File: config.mk
export PLATFORM = sky130hd
export DESIGN_NAME = pwm_gen
export DESIGN_NICKNAME = d
export VERILOG_FILES = /design/src/rtl/timer_pkg.sv /design/src/rtl/pwm_deadtime.sv /design/src/rtl/pwm_gen.sv
export SDC_FILE = /design/constraint.sdc
export NUM_CORES = 1
export LEC_CHECK = 0
export CORE_MARGIN = 5
export CORE_UTILIZATION = 53
export DETAILED_ROUTE_END_ITERATION = 7
export PLACE_DENSITY = 0.86
export SETUP_SLACK_MARGIN = 0.02
export SKIP_CTS_REPAIR_TIMING = 1
export SKIP_LAST_GASP = 1
export SLEW_MARGIN = 20
export SYNTH_ARGS = -nofsm -noshare
export SYNTH_HDL_FRONTEND = slang
export SYNTH_SLANG_ARGS = --single-unit
File: constraint.sdc
create_clock -name clk -period 7.9 [get_ports clk]
set_input_delay 1.58 -clock clk [delete_from_list [all_inputs] [get_ports clk]]
set_output_delay 1.58 -clock clk [all_outputs]
set_load 0.02 [all_outputs]
File: src/rtl/timer_pkg.sv
// Shared definitions for the timer / PWM peripheral family: config bit layout,
// prescale encoding, PWM state encoding and small register helpers.
package timer_pkg;

  // Config register bit positions
  localparam int unsigned CFG_EN       = 0;
  localparam int unsigned CFG_ONESHOT  = 1;
  localparam int unsigned CFG_POL      = 2;
  localparam int unsigned CFG_PRESC_LO = 4;
  localparam int unsigned CFG_PRESC_HI = 5;

  // Bits [7:6] are reserved and always read back as zero
  localparam logic [7:0] CFG_WRITE_MASK = 8'h3f;

  typedef enum logic [1:0] {
    PrescDiv1  = 2'd0,
    PrescDiv4  = 2'd1,
    PrescDiv16 = 2'd2,
    PrescDiv64 = 2'd3
  } presc_sel_t;

  typedef logic [0:0] pwm_state_t;
  localparam pwm_state_t IDLE = 1'b0;
  localparam pwm_state_t RUN  = 1'b1;

  // Prescaler bits that must all be zero for a tick
  function automatic logic [5:0] presc_mask(input presc_sel_t sel);
    presc_mask = 6'h00;
    unique case (sel)
      PrescDiv1:  presc_mask = 6'h00;
      PrescDiv4:  presc_mask = 6'h03;
      PrescDiv16: presc_mask = 6'h0f;
      PrescDiv64: presc_mask = 6'h3f;
    endcase
  endfunction

  function automatic logic [15:0] byte_merge(input logic [15:0] cur,
                                             input logic [15:0] wdata,
                                             input logic [1:0]  strb);
    byte_merge = cur;
    if (strb[0]) byte_merge[7:0]  = wdata[7:0];
    if (strb[1]) byte_merge[15:8] = wdata[15:8];
  endfunction

endpackage

File: src/rtl/pwm_deadtime.sv
// Deadtime inserter for pwm_gen: both outputs go inactive for D clocks on every
// raw edge before the new side asserts. Only built when DEADTIME_EN is defined.
`ifdef DEADTIME_EN
module pwm_deadtime #(
  parameter logic RESET_POL = 1'b0
) (
  input  logic       clk,
  input  logic       reset,
  input  logic       raw,
  input  logic       pol,
  input  logic [7:0] deadtime,
  output logic       pwm,
  output logic       pwm_n
);

  logic       target_q, target_d;
  logic [7:0] cnt_q, cnt_d;
  logic       pwm_q, pwm_d;
  logic       pwm_n_q, pwm_n_d;

  // A raw edge arriving while a gap is still counting restarts the gap, so a
  // pulse shorter than D never reaches its output.
  always_comb begin
    target_d = raw;
    cnt_d    = cnt_q;
    if (raw != target_q) begin
      cnt_d = deadtime;
    end else if (cnt_q != 8'd0) begin
      cnt_d = cnt_q - 8'd1;
    end
    pwm_d   = ((cnt_d == 8'd0) &  target_d) ^ pol;
    pwm_n_d = ((cnt_d == 8'd0) & ~target_d) ^ pol;
  end

  always_ff @(posedge clk or posedge reset) begin
    if (reset) begin
      target_q <= 1'b0;
      cnt_q    <= 8'd0;
      pwm_q    <= RESET_POL;
      pwm_n_q  <= ~RESET_POL;
    end else begin
      target_q <= target_d;
      cnt_q    <= cnt_d;
      pwm_q    <= pwm_d;
      pwm_n_q  <= pwm_n_d;
    end
  end

  assign pwm   = pwm_q;
  assign pwm_n = pwm_n_q;

endmodule
`endif

File: src/rtl/pwm_gen.sv
// PWM / one-shot generator with timer-compatible CPU register interface.
// Optional deadtime insertion on pwm_out/pwm_n_out when DEADTIME_EN is defined.
module pwm_gen
  import timer_pkg::*;
#(
  parameter logic RESET_POL = 1'b0
) (
  input  logic        clk,
  input  logic        reset,
  input  logic [15:0] counter_in,
  input  logic [1:0]  counter_write,
  input  logic [15:0] period_in,
  input  logic [1:0]  period_write,
  input  logic [15:0] duty_in,
  input  logic [1:0]  duty_write,
  input  logic [7:0]  config_in,
  input  logic        config_write,
`ifdef DEADTIME_EN
  input  logic [7:0]  deadtime_in,
  input  logic        deadtime_write,
  output logic [7:0]  deadtime_out,
`endif
  output logic [15:0] counter_out,
  output logic [15:0] period_out,
  output logic [15:0] duty_out,
  output logic [7:0]  config_out,
  output logic        period_int,
  output logic        pwm_out,
  output logic        pwm_n_out
);

  logic [15:0] counter_q, counter_d;
  logic [15:0] period_buf_q, period_buf_d;
  logic [15:0] duty_buf_q, duty_buf_d;
  logic [15:0] period_act_q, period_act_d;
  logic [15:0] duty_act_q, duty_act_d;
  logic [7:0]  cfg_q, cfg_d;
  logic        cfg_seen_q, cfg_seen_d;
  pwm_state_t  state_q, state_d;
  logic [5:0]  presc_q, presc_d;
  logic        period_int_q, period_int_d;

  logic        tick;
  logic        wrap;
  logic        raw_active;
  logic        pol_eff;

  // Until software has written config, the idle level is the build-time RESET_POL
  assign pol_eff = cfg_seen_q ? cfg_q[CFG_POL] : RESET_POL;

  always_comb begin
    tick       = (state_q == RUN) &&
                 ((presc_q & presc_mask(presc_sel_t'(cfg_q[CFG_PRESC_HI:CFG_PRESC_LO]))) == 6'd0);
    // A counter written above the period runs out to 16'hffff and wraps there
    wrap       = tick && ((counter_q == period_act_q) || (counter_q == 16'hffff));
    raw_active = (state_q == RUN) && (counter_q < duty_act_q);
  end

  always_comb begin
    state_d      = state_q;
    counter_d    = counter_q;
    presc_d      = presc_q;
    period_act_d = period_act_q;
    duty_act_d   = duty_act_q;
    period_int_d = 1'b0;
    cfg_d        = cfg_q;

    case (state_q)
      IDLE: begin
        if (cfg_q[CFG_EN]) begin
          state_d      = RUN;
          presc_d      = 6'd0;
          counter_d    = 16'd0;
          period_act_d = period_buf_q;
          duty_act_d   = duty_buf_q;
        end
      end
      RUN: begin
        if (!cfg_q[CFG_EN]) begin
          state_d = IDLE;
        end else begin
          presc_d = presc_q + 6'd1;
          if (wrap) begin
            counter_d    = 16'd0;
            period_int_d = 1'b1;
            period_act_d = period_buf_q;
            duty_act_d   = duty_buf_q;
            if (cfg_q[CFG_ONESHOT]) begin
              cfg_d[CFG_EN] = 1'b0;
              state_d       = IDLE;
            end
          end else if (tick) begin
            counter_d = counter_q + 16'd1;
          end
        end
      end
      default: state_d = IDLE;
    endcase

    // Software writes take priority over hardware updates in the same cycle
    counter_d    = byte_merge(counter_d, counter_in, counter_write);
    period_buf_d = byte_merge(period_buf_q, period_in, period_write);
    duty_buf_d   = byte_merge(duty_buf_q, duty_in, duty_write);
    if (config_write) begin
      cfg_d = config_in & CFG_WRITE_MASK;
    end
    cfg_seen_d = cfg_seen_q | config_write;
  end

  always_ff @(posedge clk or posedge reset) begin
    if (reset) begin
      counter_q    <= 16'd0;
      period_buf_q <= 16'd0;
      duty_buf_q   <= 16'd0;
      period_act_q <= 16'd0;
      duty_act_q   <= 16'd0;
      cfg_q        <= 8'd0;
      cfg_seen_q   <= 1'b0;
      state_q      <= IDLE;
      presc_q      <= 6'd0;
      period_int_q <= 1'b0;
    end else begin
      counter_q    <= counter_d;
      period_buf_q <= period_buf_d;
      duty_buf_q   <= duty_buf_d;
      period_act_q <= period_act_d;
      duty_act_q   <= duty_act_d;
      cfg_q        <= cfg_d;
      cfg_seen_q   <= cfg_seen_d;
      state_q      <= state_d;
      presc_q      <= presc_d;
      period_int_q <= period_int_d;
    end
  end

`ifdef DEADTIME_EN
  logic [7:0] deadtime_q;

  always_ff @(posedge clk or posedge reset) begin
    if (reset) begin
      deadtime_q <= 8'd0;
    end else if (deadtime_write) begin
      deadtime_q <= deadtime_in;
    end
  end

  assign deadtime_out = deadtime_q;

  pwm_deadtime #(
    .RESET_POL(RESET_POL)
  ) u_deadtime (
    .clk      (clk),
    .reset    (reset),
    .raw      (raw_active),
    .pol      (pol_eff),
    .deadtime (deadtime_q),
    .pwm      (pwm_out),
    .pwm_n    (pwm_n_out)
  );
`else
  logic pwm_q;

  always_ff @(posedge clk or posedge reset) begin
    if (reset) begin
      pwm_q <= RESET_POL;
    end else begin
      pwm_q <= raw_active ^ pol_eff;
    end
  end

  assign pwm_out   = pwm_q;
  assign pwm_n_out = ~pwm_q;
`endif

  assign counter_out = counter_q;
  assign period_out  = period_buf_q;
  assign duty_out    = duty_buf_q;
  assign config_out  = cfg_q;
  assign period_int  = period_int_q;

endmodule

* Yosys cells after proc, flatten, opt, wreduce, memory -nomap -nowiden
Cells that the tools add are included.
** Cells by class
- Magnitude comparators :: 1
- $add $sub $neg :: 2
- Muxes and demuxes :: 30
- Bitwise gates (word level) :: 5
- Eq/ne operators :: 14
- Reductions and logical operators :: 11
** Operators by type and width (number)
- two-way mux 16 bit :: 10
- one-hot mux 16 bit (2 select lines) :: 3
- one-hot mux 6 bit (4 select lines) :: 1
- adder 16 x 1 -> 16 bit (second input constant) :: 1
- equality test 16 bit :: 1
- equality test 16 bit (second input constant) :: 1
- less-than comparator 16 bit :: 1
- two-way mux 8 bit :: 2
- two-way mux 6 bit :: 2
- inequality test 3 bit (second input constant) :: 4
- one-hot mux 6 bit (2 select lines) :: 1
- two-way mux 1 bit :: 10
- AND reduction 3 bit :: 3
- inequality test 4 x 2 -> 1 bit (second input constant) :: 2
- adder 6 x 1 -> 6 bit (second input constant) :: 1
- bitwise AND 6 bit :: 1
- logical NOT 6 bit :: 1
- equality test 2 bit (second input constant) :: 2
- inequality test 2 bit (second input constant) :: 2
- logical AND 1 bit :: 3
- equality test 2 x 1 -> 1 bit (second input constant) :: 1
- logical NOT 2 bit :: 1
- inequality test 2 x 1 -> 1 bit (second input constant) :: 1
- inverter 1 bit :: 2
- 6 further kinds :: 6
** Word-level totals
- Logic and storage cells :: 78
- Output and inout port bits :: 59
- Bits of input ports :: 65
- Bits in registers :: 96

* Longest topological paths before layout
Gate-level depths: netlist (run 1).
- Depth in word-level cells :: 10
- Depth in mapped cells :: 8
- Mapped depth without buffers :: 8

* Worst setup path before layout (run 1)
Ideal clock, no wire load.
- Path type :: input port to flip-flop
- Start point :: input port counter_write[0]
- End point :: register counter_q[4] (netlist: counter_out[4])
- Path buffers :: 2
- Arrival time :: 2.812 ns
- Setup slack :: 4.972 ns
- Required time :: 7.784 ns
- Stages on the path :: 5
- Cells stage by stage :: buf_1 a311o_1 or3_1 clkbuf_1 o311ai_0
** Between the ends
- Word-level cells in the longest chain between the ends :: 2
- Elaborated cells between the ends (all ways) :: 5
- Those cells by class :: eq/ne (3); mux (1); reduce/logical (1)
** Ends and longest elaborated chain
- start: declaration :: line pwm_gen.sv:11 : input logic [1:0] counter_write,
- inequality test 4 x 2 -> 1 bit (no line) or inequality test 3 bit (tied branches)
- AND reduction 3 bit (no line)
- end signal: assignment :: line pwm_gen.sv:123 : counter_q <= counter_d;
- end: declaration :: line pwm_gen.sv:32 : logic [15:0] counter_q, counter_d;
Several ways; a longest one is shown, not always the timed one.
A chain may end at the register's enable or synchronous reset.

* Final worst setup path (run 1)
- Start point :: register cfg_q[0] (netlist: config_out[0])
- End point :: output port config_out[0]
** RTL lines
- start: declaration :: line pwm_gen.sv:37 : logic [7:0] cfg_q, cfg_d;
- start signal: assignment :: line pwm_gen.sv:128 : cfg_q <= cfg_d;
- end: declaration :: line pwm_gen.sv:26 : output logic [7:0] config_out,
No word-level cell between the ends.

==> results of run 1 <==
-- layer usage --
layer  GRT usage, %  share of wire [%]
met5              0                  0
met4           6.94                1.6
met3           4.77                6.5
met2           34.7                 50
met1           27.0                 42
-- logic make-up after synthesis --
family,Yosys count,share of synthesized area (%)
buffers and inverters,41,4.43
adders and majority gates,17,4.40
muxes,70,18.5
DFF,96,49.7
and+or+nand+nor,86,10.3
xor gates and xnor gates,20,3.63
AOI/OAI and AO/OA,61,8.94
other,1,0.0776
-- through the flow --
stage / power [W] / std cells / worst slack [ns] / area (µm²)
after floorplan: 0.000945 / 393 / 3.81 / 4830
after global placement: 0.00109 / 605 / 4.42 / 6050
after detailed placement: 0.00111 / 605 / 4.34 / 6050
after CTS: 0.00146 / 621 / 4.65 / 6270
after global routing: 0.00153 / 621 / 4.55 / 6270
final: 0.00145 / 621 / 4.67 / 6270
-- where the power goes --
group	switching [W]	internal, W	leakage (nW)	total [W]
Combinational	0.000186	0.000249	1.40	0.000435
Sequential	0.0000915	0.000575	1.15	0.000667
Clock	0.000171	0.000179	0.104	0.000349
Total	0.000448	0.00100	2.65	0.00145
-- layout make-up --
| type | count | share of cell area (%) |
|---|---|---|
| clock buffer | 11 | 2.10 |
| timing repair buffer | 121 | 19.2 |
| multi-input combinational | 256 | 35.4 |
| inverter | 24 | 1.48 |
| clock inverter | 5 | 1.30 |
| sequential | 96 | 38.3 |
| tap | 108 | 2.16 |
-- worst max path at each step --
stage | startpoint | end | slack [ns] | cells after the start
global route | config_out[0] | config_out[0] | 4.55 | 1
floorplan | reset | cfg_seen_q | 3.81 | 1
detailed placement | counter_write[0] | counter_out[4] | 4.34 | 4
finish | config_out[0] | config_out[0] | 4.67 | 1
global placement | counter_write[0] | counter_out[4] | 4.42 | 4
CTS | config_out[0] | config_out[0] | 4.65 | 1
-- cell usage in the layout (no fill, tap or decap), drive strengths merged, types with 4 or more instances in the layout --
cell type        n
nor3            11
inv             24
clkbuf          11
nor4             4
dfrtp           96
nor2             7
ha              17
nor3b            4
nand4           12
mux2            70
o21ai           24
clkdlybuf4s50  119
o311ai           6
xnor2           17
nand2           21
a21oi            7
or3              5
nand3           11
a22oi            4
-- sequential cells by signal (all words and copies together) (netlist names) --
signal,cells
counter_out,16
period_out,16
period_int,1
config_out,6
pwm_out,1
cfg_seen_q,1
period_act_q,16
presc_q,6
duty_out,16
duty_act_q,16
state_q,1
==> flow_summary_export.csv, run 1 <==
group,metric,value,unit
sta,finalSetupViolCount,0,
critical_path,crit_type,"reg -> out",
power,max-vdd-ir-drop,0.117,mV
layout,antenna_cells,0,
route,first_pass_iters,4,
synthesis,synth_cells,392,
critical_path,critical_path.max_stage_delay,0.69,ns
layout,multi_input_area,2220,µm²
synthesis,synth.top_cell.area_share,49.7,%
synthesis,synth_top_cells_by_count,"dfrtp_1 (96), mux2_2 (42), mux2_4 (28)",
critical_path,crit_family,"buffers and inverters",
synthesis,yosysSeqAreaShare,49.7,%
critical_path,critPathSlowestCell,"clkdlybuf4s50_1",
sta,finalHoldViolations,0,
synthesis,synth_area_leaders,"dfrtp_1 (50%), mux2_2 (9.8%), mux2_4 (8.7%)",
hold_path,hold_path_depth,1,
sta,rsz0062_at_grt,"false",
global_route,grt_pass1_wl,18.7,mm
floorplanning,die_x,105,µm
cts,clock_path_buffers,2,
critical_path,startpoint_type,"register",
placement,gp_congestion,0.830,
hold_path,hold_class,"reg -> reg",
layout,layout-drive-gt1-share,19.7,%
synthesis,yosysUniqueCellTypes,53,
power,leakage,2.65,nW
power,power.density,232,nW/µm²
floorplanning,die_area,11100,µm²
layout,num-nets-final,590,
global_route,grt-ovfl-total,0,
cts,cts.clk_slew.worst_paths,0.09,ns
cts,cts_tree,"built",
synthesis,yosys_warnings,0,
route,drc,0,
sta,slew_viol_final,0,
sta,fmax,309,MHz
hold_path,holdPathEnd,"cfg_seen_q",
cts,numCtsBuffers,9,
floorplanning,core-area,8810,µm²
synthesis,synth.most_common_cell,"dfrtp_1",
critical_path,reg2reg_from,"counter_out[1]",
hold_path,min_from,"cfg_seen_q",
placement,hpwl,8.57,mm
synthesis,syn-cell-area,4830,µm²
critical_path,critPathBufInv,1,
floorplanning,die_h,105,µm
sta,fin_setup_tns,0,ns
sta,hold_ws,0.490,ns
synthesis,synthArstFlopShare,100,%
critical_path,crit_required,6.32,ns
route,wl,11.3,mm
cts,clock_latency,0.36,ns
critical_path,critical_path_arrival,1.65,ns
synthesis,ys_ff_latch,96,
sta,worst_slew_pin_slew,0.789,ns
layout,post-route-util,71.2,%
global_route,grtUsageTotal,20.8,%
cts,root_buffer,"clkbuf_8",
critical_path,cp-end-kind,"output pin",
sta,max_slew_margin,47.4,%
critical_path,r2r_slack,4.92,ns
global_route,grt_max_degree,66,
floorplanning,rows,34,
placement,port_buffers,119,
sta,fin_skew,0.00770,ns
synthesis,synth_top_cell_by_area,"dfrtp_1",
global_route,antenna_found_initial,0,
route,ant_nets,0,
synthesis,syn_area_per_cell,12.3,µm²
floorplanning,start_util,54.9,%
layout,regArea,2400,µm²
critical_path,rr_worst_depth,8,
cts,cts_sinks,96,
synthesis,synth-edff-count,0,
route,drtIter0Drc,152,
sta,fin_crit,3.23,ns
job,cap_violations,0,
route,avgRoutedWirePerCell,18.2,µm
critical_path,path_cells,"clkdlybuf4s50_1",
critical_path,rr_endpoint,"period_act_q[12]",
outcome,status,"finished clean",
route,via_count,3505,
global_route,grt_pass1_vias,3629,
layout,n_fill_cell,661,
synthesis,synthFlopType,"dfrtp_1",
cts,cts_max_level,3,
floorplanning,ios,124,
critical_path,critPathMaxFanout,16,
sta,fin_crit_sh,40.9,%
layout,area_growth,29.7,%
route,drt-vias-per-instance,5.64,
Power figures use the tool's default switching activity.
==> inputs of run 2 (changes only) <==
Settings changed: CORE_UTILIZATION 53 to 45, PLACE_DENSITY 0.86 to 0.77.
Clock period 7.9 ns to 2.8 ns, I/O delays scaled along.
==> run 2 against run 1 <==
Compared with the run above:
- setup slack worse by 4.4 ns
- global-route usage is 2.6 points lower
- cell count is 6.3% higher
- clock skew is 0.0087 ns higher
- first-iteration DRC count is 2.6% higher
- core utilization is 9.3 points lower
- via count is 1.9% higher
- critical path type is now reg -> reg
==> flow_summary_export.csv, run 2 (synthesis gave the netlist of run 1 again) <==
group,metric,value,unit
cts,cts_sinks,96,
sta,slew_viol_final,0,
placement,dpl.cell_count,644,
cts,root_buffer,"clkbuf_8",
floorplanning,die_h,114,µm
cts,clock_latency,0.36,ns
placement,port_buffers,119,
route,drtIter0Drc,156,
cts,cts.clk_slew.worst_paths,0.10,ns
layout,area_growth,33.5,%
critical_path,crit_required,3.05,ns
floorplanning,die_area,12900,µm²
global_route,grt-ovfl-total,0,
power,pwr-share-comb,30.6,%
power,max-vdd-ir-drop,0.391,mV
floorplanning,ios,124,
critical_path,startpoint_type,"register",
route,first_pass_iters,4,
global_route,use_met2,30.0,%
placement,hpwl,8.78,mm
critical_path,cp-end-kind,"register",
sta,fmax,401,MHz
layout,finalInstanceArea,6450,µm²
layout,final_common_cell,"clkdlybuf4s50_1",
sta,worst_slew_pin_slew,0.765,ns
cts,clock_path_buffers,2,
route,avgRoutedWirePerCell,17.4,µm
layout,layout-drive-gt1-share,21.8,%
critical_path,rr_worst_depth,7,
layout,antenna_cells,0,
cts,numCtsBuffers,9,
critical_path,critPathMaxFanout,34,
hold_path,hold_class,"reg -> reg",
global_route,grtUsageTotal,18.3,%
critical_path,critical_path_arrival,2.74,ns
global_route,antenna_found_initial,0,
layout,stdcell_count,660,
layout,num-nets-final,601,
sta,max_slew_margin,48.9,%
sta,fin_setup_tns,0,ns
floorplanning,core-area,10400,µm²
power,swShare,30.8,%
placement,gp_congestion,0.847,
global_route,grt_pass1_wl,19.0,mm
power,p_switching,0.00130,W
sta,fin_crit_sh,89.0,%
critical_path,crit_path_end,"period_act_q[14]",
global_route,globalRouteMet3Util,4.30,%
global_route,busiest_layer,"met2",
power,p_seq_share,44.3,%
critical_path,crit_type,"reg -> reg",
layout,n_fill_cell,826,
floorplanning,rows,37,
sta,fin_crit,2.49,ns
critical_path,startpoint,"counter_out[3]",
global_route,grtUsageMet1,23.8,%
floorplanning,die_x,114,µm
power,clkPwrFrac,25.1,%
placement,placed_cell_area,6210,µm²
route,drt-vias-per-instance,5.41,
power,power.density,653,nW/µm²
route,wl,11.5,mm
sta,fin_skew,0.0164,ns
route,ant_nets,0,
route,via_count,3572,
global_route,grt_max_degree,38,
outcome,status,"finished clean",
job,cap_violations,0,
cts,cts_max_level,3,
critical_path,rr_endpoint,"period_act_q[14]",
sta,finalHoldViolations,0,
critical_path,reg2reg_from,"counter_out[3]",
floorplanning,start_util,46.4,%
critical_path,r2r_slack,0.31,ns
cts,cts_tree,"built",
power,leakage,2.73,nW
global_route,grt_pass1_vias,3770,
sta,rsz0062_at_grt,"false",
power,internal-power,0.00291,W
sta,finalSetupViolCount,0,
layout,post-route-util,61.9,%
route,drc,0,
layout,final_cell_mix,"clkdlybuf4s50_1 (119), dfrtp_1 (96), mux2_2 (42)",
[run 2: cell count changes in the layout (fill, tap and decap cells not counted), sizes merged]
| cell | before | now |
|---|---|---|
| buf | 2 | 13 |
[run 2: metal layers]
layer	vias to the layer above	part of all wire, %	wire length [µm]
met2	128	49	5600
met4	0	1.9	221
met1	1769	43	4980
met5	-	0	0
li1	1660	-	-
met3	15	6.0	684
[run 2: area by class of cell]
class | instances | area (µm²) | area share (%)
flip-flops and latches | 96 | 2400 | 37.3
multi-input cells | 256 | 2220 | 34.4
repair buffers | 132 | 1330 | 20.6
well taps | 136 | 170 | 2.64
clock buffers | 11 | 151 | 2.35
inverters | 24 | 93.8 | 1.46
clock inverters | 5 | 86.3 | 1.34
[run 2: power by group through the flow]
stage / combinational, W / clock, W / sequential, W
after floorplan: 0.000736 / 0 / 0.00193
after global placement: 0.00125 / 0 / 0.00188
after detailed placement: 0.00129 / 0 / 0.00189
after CTS: 0.00130 / 0.00107 / 0.00186
after global routing: 0.00141 / 0.00113 / 0.00190
final: 0.00129 / 0.00106 / 0.00187
[run 2: worst min path at each step]
stage | start | to | cells after the start
3_5_place_dp | cfg_seen_q | cfg_seen_q | 1
6_report | cfg_seen_q | cfg_seen_q | 1
4_1_cts | cfg_seen_q | cfg_seen_q | 1
3_3_place_gp | cfg_seen_q | cfg_seen_q | 1
2_1_floorplan | cfg_seen_q | cfg_seen_q | 1
5_1_grt | cfg_seen_q | cfg_seen_q | 1
[run 2: metrics by stage]
| stage | hold slack [ns] | total power [W] | setup slack, ns |
|---|---|---|---|
| after floorplan | 0.437 | 0.00267 | 0.292 |
| after global placement | 0.452 | 0.00313 | 0.423 |
| after detailed placement | 0.460 | 0.00318 | 0.354 |
| after CTS | 0.482 | 0.00424 | 0.328 |
| after global routing | 0.507 | 0.00444 | 0.190 |
| final | 0.474 | 0.00421 | 0.308 |
[run 2: worst max-delay path: stages, from the launching register on]
cell and delay [ns]:
dfrtp_1 0.57, nand3_2 0.20, nor4_4 0.39, and3_4 0.28
o21ai_4 0.08, a21boi_4 0.19, buf_12 0.26, mux2_2 0.37
